[src/rtl/i8080_pkg.sv]
// Shared 8080 front-end types: opcode constants, instruction length type and
// the opcode -> instruction length classification.
package i8080_pkg;

    typedef logic [1:0] inst_len_t;

    localparam inst_len_t LEN1 = 2'd1;
    localparam inst_len_t LEN2 = 2'd2;
    localparam inst_len_t LEN3 = 2'd3;

    localparam logic [7:0] OP_HLT      = 8'h76;
    localparam logic [7:0] OP_OUT      = 8'hD3;
    localparam logic [7:0] OP_IN       = 8'hDB;
    localparam logic [7:0] OP_SHLD     = 8'h22;
    localparam logic [7:0] OP_LHLD     = 8'h2A;
    localparam logic [7:0] OP_STA      = 8'h32;
    localparam logic [7:0] OP_LDA      = 8'h3A;
    localparam logic [7:0] OP_JMP      = 8'hC3;
    localparam logic [7:0] OP_JMP_ALT  = 8'hCB;
    localparam logic [7:0] OP_CALL     = 8'hCD;
    localparam logic [7:0] OP_CALL_DD  = 8'hDD;
    localparam logic [7:0] OP_CALL_ED  = 8'hED;
    localparam logic [7:0] OP_CALL_FD  = 8'hFD;

    // Instruction word handed to decode: opcode first, then operand bytes.
    typedef struct packed {
        logic [7:0] opcode;
        logic [7:0] lo;
        logic [7:0] hi;
    } inst_bytes_t;

    // Immediate forms (MVI, ALU-immediate) and port I/O carry one operand byte;
    // 16-bit address/data forms and the undocumented CB/DD/ED/FD carry two.
    function automatic inst_len_t inst_len_of(input logic [7:0] op);
        inst_len_t len;
        len = LEN1;
        casez (op)
            8'b00???110, 8'b11???110, OP_OUT, OP_IN:
                len = LEN2;
            8'b00??0001, 8'b11???010, 8'b11???100,
            OP_SHLD, OP_LHLD, OP_STA, OP_LDA,
            OP_JMP, OP_JMP_ALT, OP_CALL, OP_CALL_DD, OP_CALL_ED, OP_CALL_FD:
                len = LEN3;
            OP_HLT:
                len = LEN1;
            default:
                len = LEN1;
        endcase
        return len;
    endfunction

endpackage

[src/rtl/i8080_len_decode.sv]
// Combinational opcode length classifier, shared by fetch and decode.
module i8080_len_decode
    import i8080_pkg::*;
(
    input  logic [7:0] opcode_i,
    output inst_len_t  inst_len_o
);

    assign inst_len_o = inst_len_of(opcode_i);

endmodule

[src/rtl/i8080_fetch_aligner.sv]
// Byte-queue fetch front end: wide memory words in, one 1..3 byte instruction
// out per handshake. Define I8080_FETCH_HLT_STOP_EN to stall fetch after HLT.
module i8080_fetch_aligner
    import i8080_pkg::*;
#(
    parameter int unsigned FETCH_BYTES = 2,
    parameter int unsigned QUEUE_DEPTH = 8,
    parameter logic [15:0] RESET_PC    = 16'h0000
) (
    input  logic                     clk,
    input  logic                     rst,
    input  logic                     redirect_valid,
    input  logic [15:0]              redirect_pc,
    output logic                     mem_req,
    output logic [15:0]              mem_addr,
    input  logic                     mem_rvalid,
    input  logic [8*FETCH_BYTES-1:0] mem_rdata,
    output logic                     inst_valid,
    input  logic                     inst_ready,
    output logic [23:0]              inst_bytes,
    output logic [1:0]               inst_len,
    output logic [15:0]              inst_pc
);

    localparam int unsigned PTR_W = $clog2(QUEUE_DEPTH);
    localparam int unsigned CNT_W = PTR_W + 1;
    localparam int unsigned SUM_W = CNT_W + 1;
    localparam int unsigned OFF_W = (FETCH_BYTES > 1) ? $clog2(FETCH_BYTES) : 1;

    localparam logic [15:0]      OFF_MASK   = 16'(FETCH_BYTES - 1);
    localparam logic [15:0]      ALIGN_MASK = ~OFF_MASK;
    localparam logic [SUM_W-1:0] FB_S       = SUM_W'(FETCH_BYTES);
    localparam logic [SUM_W-1:0] QD_S       = SUM_W'(QUEUE_DEPTH);
    localparam logic [CNT_W-1:0] FB_C       = CNT_W'(FETCH_BYTES);

    logic [7:0]       queue_q [QUEUE_DEPTH];
    logic [PTR_W-1:0] rd_ptr_q, rd_ptr_d;
    logic [PTR_W-1:0] wr_ptr_q, wr_ptr_d;
    logic [CNT_W-1:0] count_q, count_d;
    logic             inflight_q, inflight_d;
    logic             epoch_q, epoch_d;
    logic             req_epoch_q, req_epoch_d;
    logic [15:0]      fetch_addr_q, fetch_addr_d;
    logic [OFF_W-1:0] skip_q, skip_d;
    logic [15:0]      head_pc_q, head_pc_d;

    logic [7:0]       head0, head1, head2;
    inst_len_t        head_len;
    logic             space_ok;
    logic             halt_stop;
    logic             pop;
    logic             wr_en;
    logic [CNT_W-1:0] wr_num;
    inst_bytes_t      head_word;

    assign head0 = queue_q[rd_ptr_q];
    assign head1 = queue_q[rd_ptr_q + PTR_W'(1)];
    assign head2 = queue_q[rd_ptr_q + PTR_W'(2)];

    i8080_len_decode u_len_decode (
        .opcode_i   (head0),
        .inst_len_o (head_len)
    );

    // Reserve room for the in-flight word so a response can never overflow.
    assign space_ok = (SUM_W'(count_q) + (inflight_q ? FB_S : '0) + FB_S) <= QD_S;
    assign mem_req  = !rst && !redirect_valid && !halt_stop && space_ok;
    assign mem_addr = fetch_addr_q;

    assign inst_valid = !halt_stop && (count_q >= CNT_W'(head_len));
    assign pop        = inst_valid && inst_ready && !redirect_valid;
    assign wr_en      = mem_rvalid && inflight_q && (req_epoch_q == epoch_q) && !redirect_valid;
    assign wr_num     = FB_C - CNT_W'(skip_q);

    always_comb begin
        head_word        = '0;
        head_word.opcode = head0;
        if (head_len != LEN1) head_word.lo = head1;
        if (head_len == LEN3) head_word.hi = head2;
    end

    assign inst_bytes = inst_valid ? head_word : '0;
    assign inst_len   = head_len;
    assign inst_pc    = head_pc_q;

`ifdef I8080_FETCH_HLT_STOP_EN
    logic halted_q, halted_d;

    always_comb begin
        halted_d = halted_q;
        if (redirect_valid) begin
            halted_d = 1'b0;
        end else if (pop && head0 == OP_HLT) begin
            halted_d = 1'b1;
        end
    end

    always_ff @(posedge clk or posedge rst) begin
        if (rst) halted_q <= 1'b0;
        else     halted_q <= halted_d;
    end

    assign halt_stop = halted_q;
`else
    assign halt_stop = 1'b0;
`endif

    // Next-state: redirect wins over response write and pop.
    always_comb begin
        rd_ptr_d     = rd_ptr_q;
        wr_ptr_d     = wr_ptr_q;
        count_d      = count_q;
        epoch_d      = epoch_q;
        fetch_addr_d = fetch_addr_q;
        skip_d       = skip_q;
        head_pc_d    = head_pc_q;
        inflight_d   = mem_req;
        req_epoch_d  = mem_req ? epoch_q : req_epoch_q;

        if (redirect_valid) begin
            rd_ptr_d     = '0;
            wr_ptr_d     = '0;
            count_d      = '0;
            epoch_d      = ~epoch_q;
            fetch_addr_d = redirect_pc & ALIGN_MASK;
            skip_d       = OFF_W'(redirect_pc & OFF_MASK);
            head_pc_d    = redirect_pc;
        end else begin
            if (wr_en) begin
                wr_ptr_d = wr_ptr_q + PTR_W'(wr_num);
                skip_d   = '0;
            end
            if (pop) begin
                rd_ptr_d  = rd_ptr_q + PTR_W'(head_len);
                head_pc_d = head_pc_q + 16'(head_len);
            end
            count_d = count_q + (wr_en ? wr_num : '0) - (pop ? CNT_W'(head_len) : '0);
            if (mem_req) fetch_addr_d = fetch_addr_q + 16'(FETCH_BYTES);
        end
    end

    always_ff @(posedge clk or posedge rst) begin
        if (rst) begin
            rd_ptr_q     <= '0;
            wr_ptr_q     <= '0;
            count_q      <= '0;
            inflight_q   <= 1'b0;
            epoch_q      <= 1'b0;
            req_epoch_q  <= 1'b0;
            fetch_addr_q <= RESET_PC & ALIGN_MASK;
            skip_q       <= OFF_W'(RESET_PC & OFF_MASK);
            head_pc_q    <= RESET_PC;
        end else begin
            rd_ptr_q     <= rd_ptr_d;
            wr_ptr_q     <= wr_ptr_d;
            count_q      <= count_d;
            inflight_q   <= inflight_d;
            epoch_q      <= epoch_d;
            req_epoch_q  <= req_epoch_d;
            fetch_addr_q <= fetch_addr_d;
            skip_q       <= skip_d;
            head_pc_q    <= head_pc_d;
        end
    end

    // Byte storage; the leading skip bytes of a response are not written.
    always_ff @(posedge clk or posedge rst) begin
        if (rst) begin
            for (int i = 0; i < int'(QUEUE_DEPTH); i++) queue_q[i] <= '0;
        end else if (wr_en) begin
            for (int k = 0; k < int'(FETCH_BYTES); k++) begin
                if (k >= int'(skip_q)) begin
                    queue_q[wr_ptr_q + PTR_W'(k) - PTR_W'(skip_q)] <= mem_rdata[8*k +: 8];
                end
            end
        end
    end

endmodule
[config.mk]
export PLATFORM = sky130hd
export DESIGN_NAME = i8080_fetch_aligner
export DESIGN_NICKNAME = d
export VERILOG_FILES = /design/src/rtl/i8080_pkg.sv /design/src/rtl/i8080_len_decode.sv /design/src/rtl/i8080_fetch_aligner.sv
export SDC_FILE = /design/constraint.sdc
export NUM_CORES = 1
export LEC_CHECK = 0
export BUFFER_PORTS_ARGS = -buffer_cell sky130_fd_sc_hd__buf_2
export CAP_MARGIN = 20
export CORE_MARGIN = 5
export CORE_UTILIZATION = 30
export DETAILED_ROUTE_END_ITERATION = 10
export HOLD_SLACK_MARGIN = 0.02
export PLACE_DENSITY = 0.53
export SKIP_CTS_REPAIR_TIMING = 1
export SLEW_MARGIN = 15
export SYNTH_ARGS = -nofsm -noshare
export SYNTH_HDL_FRONTEND = slang
export SYNTH_SLANG_ARGS = --single-unit
[constraint.sdc]
create_clock -name clk -period 11.4 [get_ports clk]
set_input_delay 3.42 -clock clk [delete_from_list [all_inputs] [get_ports clk]]
set_output_delay 3.42 -clock clk [all_outputs]
set_load 0.05 [all_outputs]
==> results of run 1 <==
## cell families after synthesis
family / Yosys count / synth area share (%)
and+or+nand+nor: 216 / 13.6
AOI/OAI and AO/OA: 179 / 14.3
DFF: 109 / 36.5
muxes: 105 / 22.7
buffers and inverters: 78 / 4.64
adders and majority gates: 27 / 5.02
xor gates and xnor gates: 27 / 3.16
other: 1 / 0.0502
## final timing paths
check | depth (start not counted) | startpoint | slack [ps] | to
setup / recovery | 12 | rd_ptr_q[1]$_DFFE_PP0P_ | 2040 | inst_valid
hold / removal | 1 | epoch_q$_DFFE_PP0P_ | 510 | epoch_q$_DFFE_PP0P_
setup reg to reg | 20 | rd_ptr_q[1]$_DFFE_PP0P_ | 4180 | count_q[3]$_DFF_PP0_
hold reg to reg | 1 | epoch_q$_DFFE_PP0P_ | 510 | epoch_q$_DFFE_PP0P_
max in group asynchronous | 3 | rst | 6930 | queue_q[51]$_DFFE_PP0P_
min in group asynchronous | 2 | rst | 3140 | mem_addr[4]$_DFFE_PP0N_
## routing by layer
metal	GRT usage, %	up-vias	share of wire (%)
met5	0	-	0.084
met4	5.19	2	1.9
met3	3.05	22	6.6
met2	25.2	216	45
met1	24.7	3137	47
li1	-	2880	-
## power groups by stage
stage / Clock (mW) / Combinational, mW / Sequential (mW)
CTS: 0.349 / 1.24 / 0.659
detailed placement: 0 / 1.23 / 0.667
finish: 0.343 / 1.26 / 0.644
floorplan: 0 / 0.971 / 0.650
global route: 0.362 / 1.37 / 0.661
global placement: 0 / 1.23 / 0.666
## state kept, by name, indices dropped and copies added (netlist names)
signal,cells
queue_q,64
inst_pc,16
mem_addr,15
count_q,4
rd_ptr_q,3
wr_ptr_q,3
epoch_q,1
inflight_q,1
req_epoch_q,1
skip_q,1
## area by class of cell
class	count	area, um2	share of cell area, %
Inverter	23	88.8	1.04
Tap cell	324	405	4.75
Multi-Input combinational cell	555	4400	51.6
Sequential cell	109	2730	32.0
Clock buffer	9	225	2.64
Timing Repair Buffer	110	601	7.04
Clock inverter	7	85.1	0.997
## worst max-delay path: stages, from the launching register on
cell and delay, ps:
dfrtp_1 820, buf_4 390, mux4_2 550, mux2i_2 370, a211oi_1 130, or3_4 420, a31oi_4 610, and2_1 270
ha_1 240, a21oi_1 130, o21a_1 860, inv_1 430, buf_2 340
## per-stage QoR
stage | hold slack (ps) | cells
after floorplan | 474 | 742
after global placement | 494 | 1119
after detailed placement | 496 | 1119
after CTS | 510 | 1135
after global routing | 517 | 1137
final | 505 | 1137
## cell usage after synthesis, drive strengths merged, types with 11 or more instances
cell and n:
ha 22, nor3 14, inv 23, o21ai 11
nor2 100, clkbuf 24, mux4 48, a21oi 92
dfrtp 109, nand3 13, o22ai 39, xnor2 17
buf 31, mux2i 47, a31oi 12, nand2 41
==> results.txt, run 1 <==
initial antenna violation count: 1
synthesis-to-finish area growth: 14.2%
Layout fillers: 2505
dominant synthesized flop cell: dfrtp_1
Antenna diodes: 0
relative slew slack: 24.7%
area leader, netlist: dfrtp_1
global-route wire length before repair: 37.2 mm
Int Power: 1.16 mW
I/O pin count: 97
Initial Util: 30.6%
final core occ: 34.9%
unrepaired setup endpoints after global routing: false
switch share: 48.5%
synth warn: 0
outcome: complete, no violations
Post-Place Cell Area: 8200 um2
commonest non-fill, non-tap cell in the layout: dfrtp_1
Mean Syn Cell Area: 10.1 um2
Root Buffer: clkbuf_16
Yosys top cell area share: 36.5%
worst-path fanout max: 25
Detailed Routing Iterations Pass 1: 5
Port Buffer Count: 95
Final Hold Vio Count: 0
overall power: 2.24 mW
Static Leak: 3.60 nW
largest cells by area after synthesis: dfrtp_1 (36%), mux4_2 (14%), a21oi_1 (6.2%)
Least-Margin Pin Slew: 1130 ps
Min-Delay Path Class: register to register
Skew-Pair Late Insertion Delay: 370 ps
number of flops mapped to enable cells by yosys: 0
Layout Nets: 872
Mapped Cells: 742
clk slew on worst S/H paths: 70 ps
Routed Antenna Nets: 0
CTS H-tree lvls: 3
clk_skew: 12.7 ps
CP startpoint kind: register
max-slew violations: 0
drt wl/cell: 20.8 um
pre-CTS setup slack: 2350 ps
CP Capture Type: output pin
power density cells: 263 nW/um2
sequential area share after synthesis: 36.5%
chip width: 168 um
Num CTS Buffers: 9
Vias/cell: 5.50
grt total ovfl: 0
final instance area: 8540 um2
CP Data Required Time: 7980 ps
final worst slack: 2040 ps
vias: 6257
largest net degree at the start of global routing: 68
CTS tree: yes
Mapped Nets: 806
Placement Rows: 57
Crit Path Category: register to output pin
GP Congestion: 0.866
sequential power share: 28.7%
hpwl dp: 16.7 mm
setup TNS: 0 ps
initial DRC count: 674
final setup fails: 0
Yosys cell types: 52
clk sinks: 109
Clock power frac: 15.3%
Max VDD drop: 0.103 mV
#FFs+latches synth: 109
most frequent cells in the layout: dfrtp_1 (108), nor2_1 (99), buf_2 (95), a21oi_1 (92), mux4_2 (45)
period utilization: 82.1%
Switching Power: 1.09 mW
vias in the first global route: 6147
Final min period: 9360 ps
final WL: 23.7 mm
Die Span Y: 168 um
combinational fraction of design power: 56.0%
# DRC: 0
Synth Cell Area: 7470 um2
layout cells sized above 1: 24.6%
die area: 28200 um2
Fmax: 0.107 GHz
ys async rst share: 100%
Longest Clk Path Bufs: 2
max_cap viols: 0
arrival time worst endpoint: 5940 ps
Core Area: 24500 um2
total track usage: 16.8%
Note: power is estimated with default switching activity, not from simulation.
==> run 2, diff against run 1 <==
clock period = 9.1 ns   (was 11.4 ns; I/O delays follow)
==> run 2 against run 1 <==
Net effect:
- design area is 0.10% lower
- utilization barely moved
- register-to-register slack got worse by 1000 ps
- power rose by 26%
- first-iteration DRC count down 18%
- sequential power up 23%
- critical path depth is 1 higher
- sequential share of layout area about the same
- sequential cell count unchanged
- final cell count is essentially flat
==> results.txt, run 2 (synthesis gave the netlist of run 1 again) <==
outcome: complete, no violations
final instance area: 8530 um2 (-0.10%)
# DRC: 0 (unchanged)
CP Data Required Time: 6370 ps (-1610 ps)
Clock power frac: 14.8% (-0.5 points)
chip width: 168 um (unchanged)
Final Hold Vio Count: 0 (unchanged)
Final min period: 7290 ps
most frequent cells in the layout: dfrtp_1 (108), nor2_1 (99), buf_2 (95), a21oi_1 (92), mux4_2 (45)
initial antenna violation count: 2 (+1)
layout cells sized above 1: 24.7% (+0.093 points)
clk_skew: 13.8 ps (+1.08 ps)
CP startpoint kind: register
max-slew violations: 0 (unchanged)
Fmax: 0.137 GHz
Vias/cell: 5.54 (+0.71%)
Initial Util: 30.6% (unchanged)
Placement Rows: 57 (unchanged)
CP Capture Type: output pin
clk sinks: 109 (unchanged)
initial DRC count: 554 (-18%)
vias: 6307 (+0.80%)
final WL: 23.9 mm (+0.88%)
hpwl dp: 16.8 mm (+0.10%)
overall power: 2.82 mW (+26%)
Min-Delay Path Class: register to register
final setup fails: 0 (unchanged)
Detailed Routing Iterations Pass 1: 5 (unchanged)
largest net degree at the start of global routing: 63 (-7.4%)
die area: 28200 um2 (unchanged)
Int Power: 1.45 mW (+26%)
final worst slack: 1810 ps (-233 ps)
commonest non-fill, non-tap cell in the layout: dfrtp_1
drt wl/cell: 21.0 um (+0.79%)
Static Leak: 3.60 nW (about the same)
Post-Place Cell Area: 8220 um2 (+0.27%)
worst-path fanout max: 26 (+4.0%)
Routed Antenna Nets: 0 (unchanged)
setup TNS: 0 ps (unchanged)
final core occ: 34.9% (-0.036 points)
synthesis-to-finish area growth: 14.1%
CTS tree: yes
Port Buffer Count: 95 (unchanged)
reg-to-reg startpoint: rd_ptr_q[0]$_DFFE_PP0P_
Max VDD drop: 0.197 mV (+91%)
vias in the first global route: 6230 (+1.4%)
relative slew slack: 24.7% (-0.084 points)
grt total ovfl: 0 (unchanged)
Layout Nets: 873 (+0.11%)
global-route wire length before repair: 37.7 mm (+1.3%)
hold path start: epoch_q$_DFFE_PP0P_
Switching Power: 1.37 mW (+26%)
clk slew on worst S/H paths: 80 ps (about the same)
Die Span Y: 168 um (unchanged)
Skew-Pair Late Insertion Delay: 370 ps (about the same)
Num CTS Buffers: 9 (unchanged)
unrepaired setup endpoints after global routing: false
Crit Path Category: register to output pin
max reg flops: 64 (unchanged)
power density cells: 331 nW/um2 (+26%)
sequential power share: 28.2% (-0.5 points)
period utilization: 80.1%
switch share: 48.6% (about the same)
Least-Margin Pin Slew: 1130 ps (+1.26 ps)
Longest Clk Path Bufs: 2 (unchanged)
pre-CTS setup slack: 2210 ps (-138 ps)
total track usage: 16.9% (+0.059 points)
arrival time worst endpoint: 4560 ps (-1380 ps)
CP Launch Point: rd_ptr_q[0]$_DFFE_PP0P_
Most flops, register: queue_q
Core Area: 24500 um2 (unchanged)
Antenna diodes: 0 (unchanged)
CTS H-tree lvls: 3 (unchanged)
I/O pin count: 97 (unchanged)
Root Buffer: clkbuf_16
GP Congestion: 0.859 (-0.81%)
combinational fraction of design power: 57.0% (+1.0 points)
max_cap viols: 0 (unchanged)
run 2: cell types whose count changed in the layout (fill, tap and decap cells not counted), sizes merged:
| cell | previous run | this run |
|---|---|---|
| clkinv | 0 | 3 |
| buf | 110 | 111 |
| inv | 29 | 26 |
run 2: per-layer routing:
layer	vias to the layer above	global-route usage, %	routed length, um
li1	2876	-	-
met1	3166	23.9	10500
met2	234	26.2	11100
met3	27	3.17	1750
met4	4	5.12	452
met5	-	0	27
run 2: worst max-delay path: stages, from the launching register on:
cell,delay (ps)
dfrtp_2,510
buf_4,420
mux4_2,570
mux2_2,300
nand2_1,190
a21oi_1,90
o21ai_1,460
and2_1,260
ha_1,250
a21oi_1,130
o21a_1,120
buf_4,320
inv_1,270
buf_2,290
run 2: metrics by stage:
| stage | hold slack, ps | cells |
|---|---|---|
| floorplan | 474 | 742 |
| CTS | 511 | 1138 |
| finish | 506 | 1138 |
| global placement | 494 | 1122 |
| global route | 542 | 1138 |
| detailed placement | 499 | 1122 |
run 2: final timing paths:
kind / cells past startpoint / to / slack, ps
hold / removal: 1 / epoch_q$_DFFE_PP0P_ / 510
hold reg to reg: 1 / epoch_q$_DFFE_PP0P_ / 510
min in group asynchronous: 2 / mem_addr[3]$_DFFE_PP0N_ / 2470
setup reg to reg: 21 / count_q[3]$_DFF_PP0_ / 3170
max in group asynchronous: 3 / queue_q[11]$_DFFE_PP0P_ / 5340
setup / recovery: 13 / inst_valid / 1810
run 2: final cells by class:
| cell class | instances | area, um2 |
|---|---|---|
| flip-flops and latches | 109 | 2730 |
| clock buffers | 9 | 225 |
| inverters | 23 | 88.8 |
| fillers | 2477 | 15900 |
| multi-input cells | 555 | 4400 |
| clock inverters | 7 | 81.3 |
| well taps | 324 | 405 |
| repair buffers | 111 | 596 |
run 2: power by group through the flow:
stage                     Combinational [mW]  Clock [mW]  Sequential (mW)
after floorplan                         1.22           0            0.814
after global placement                  1.59           0            0.801
after detailed placement                1.60           0            0.797
after CTS                               1.62       0.430            0.790
after global routing                    1.75       0.448            0.817
final                                   1.61       0.419            0.795
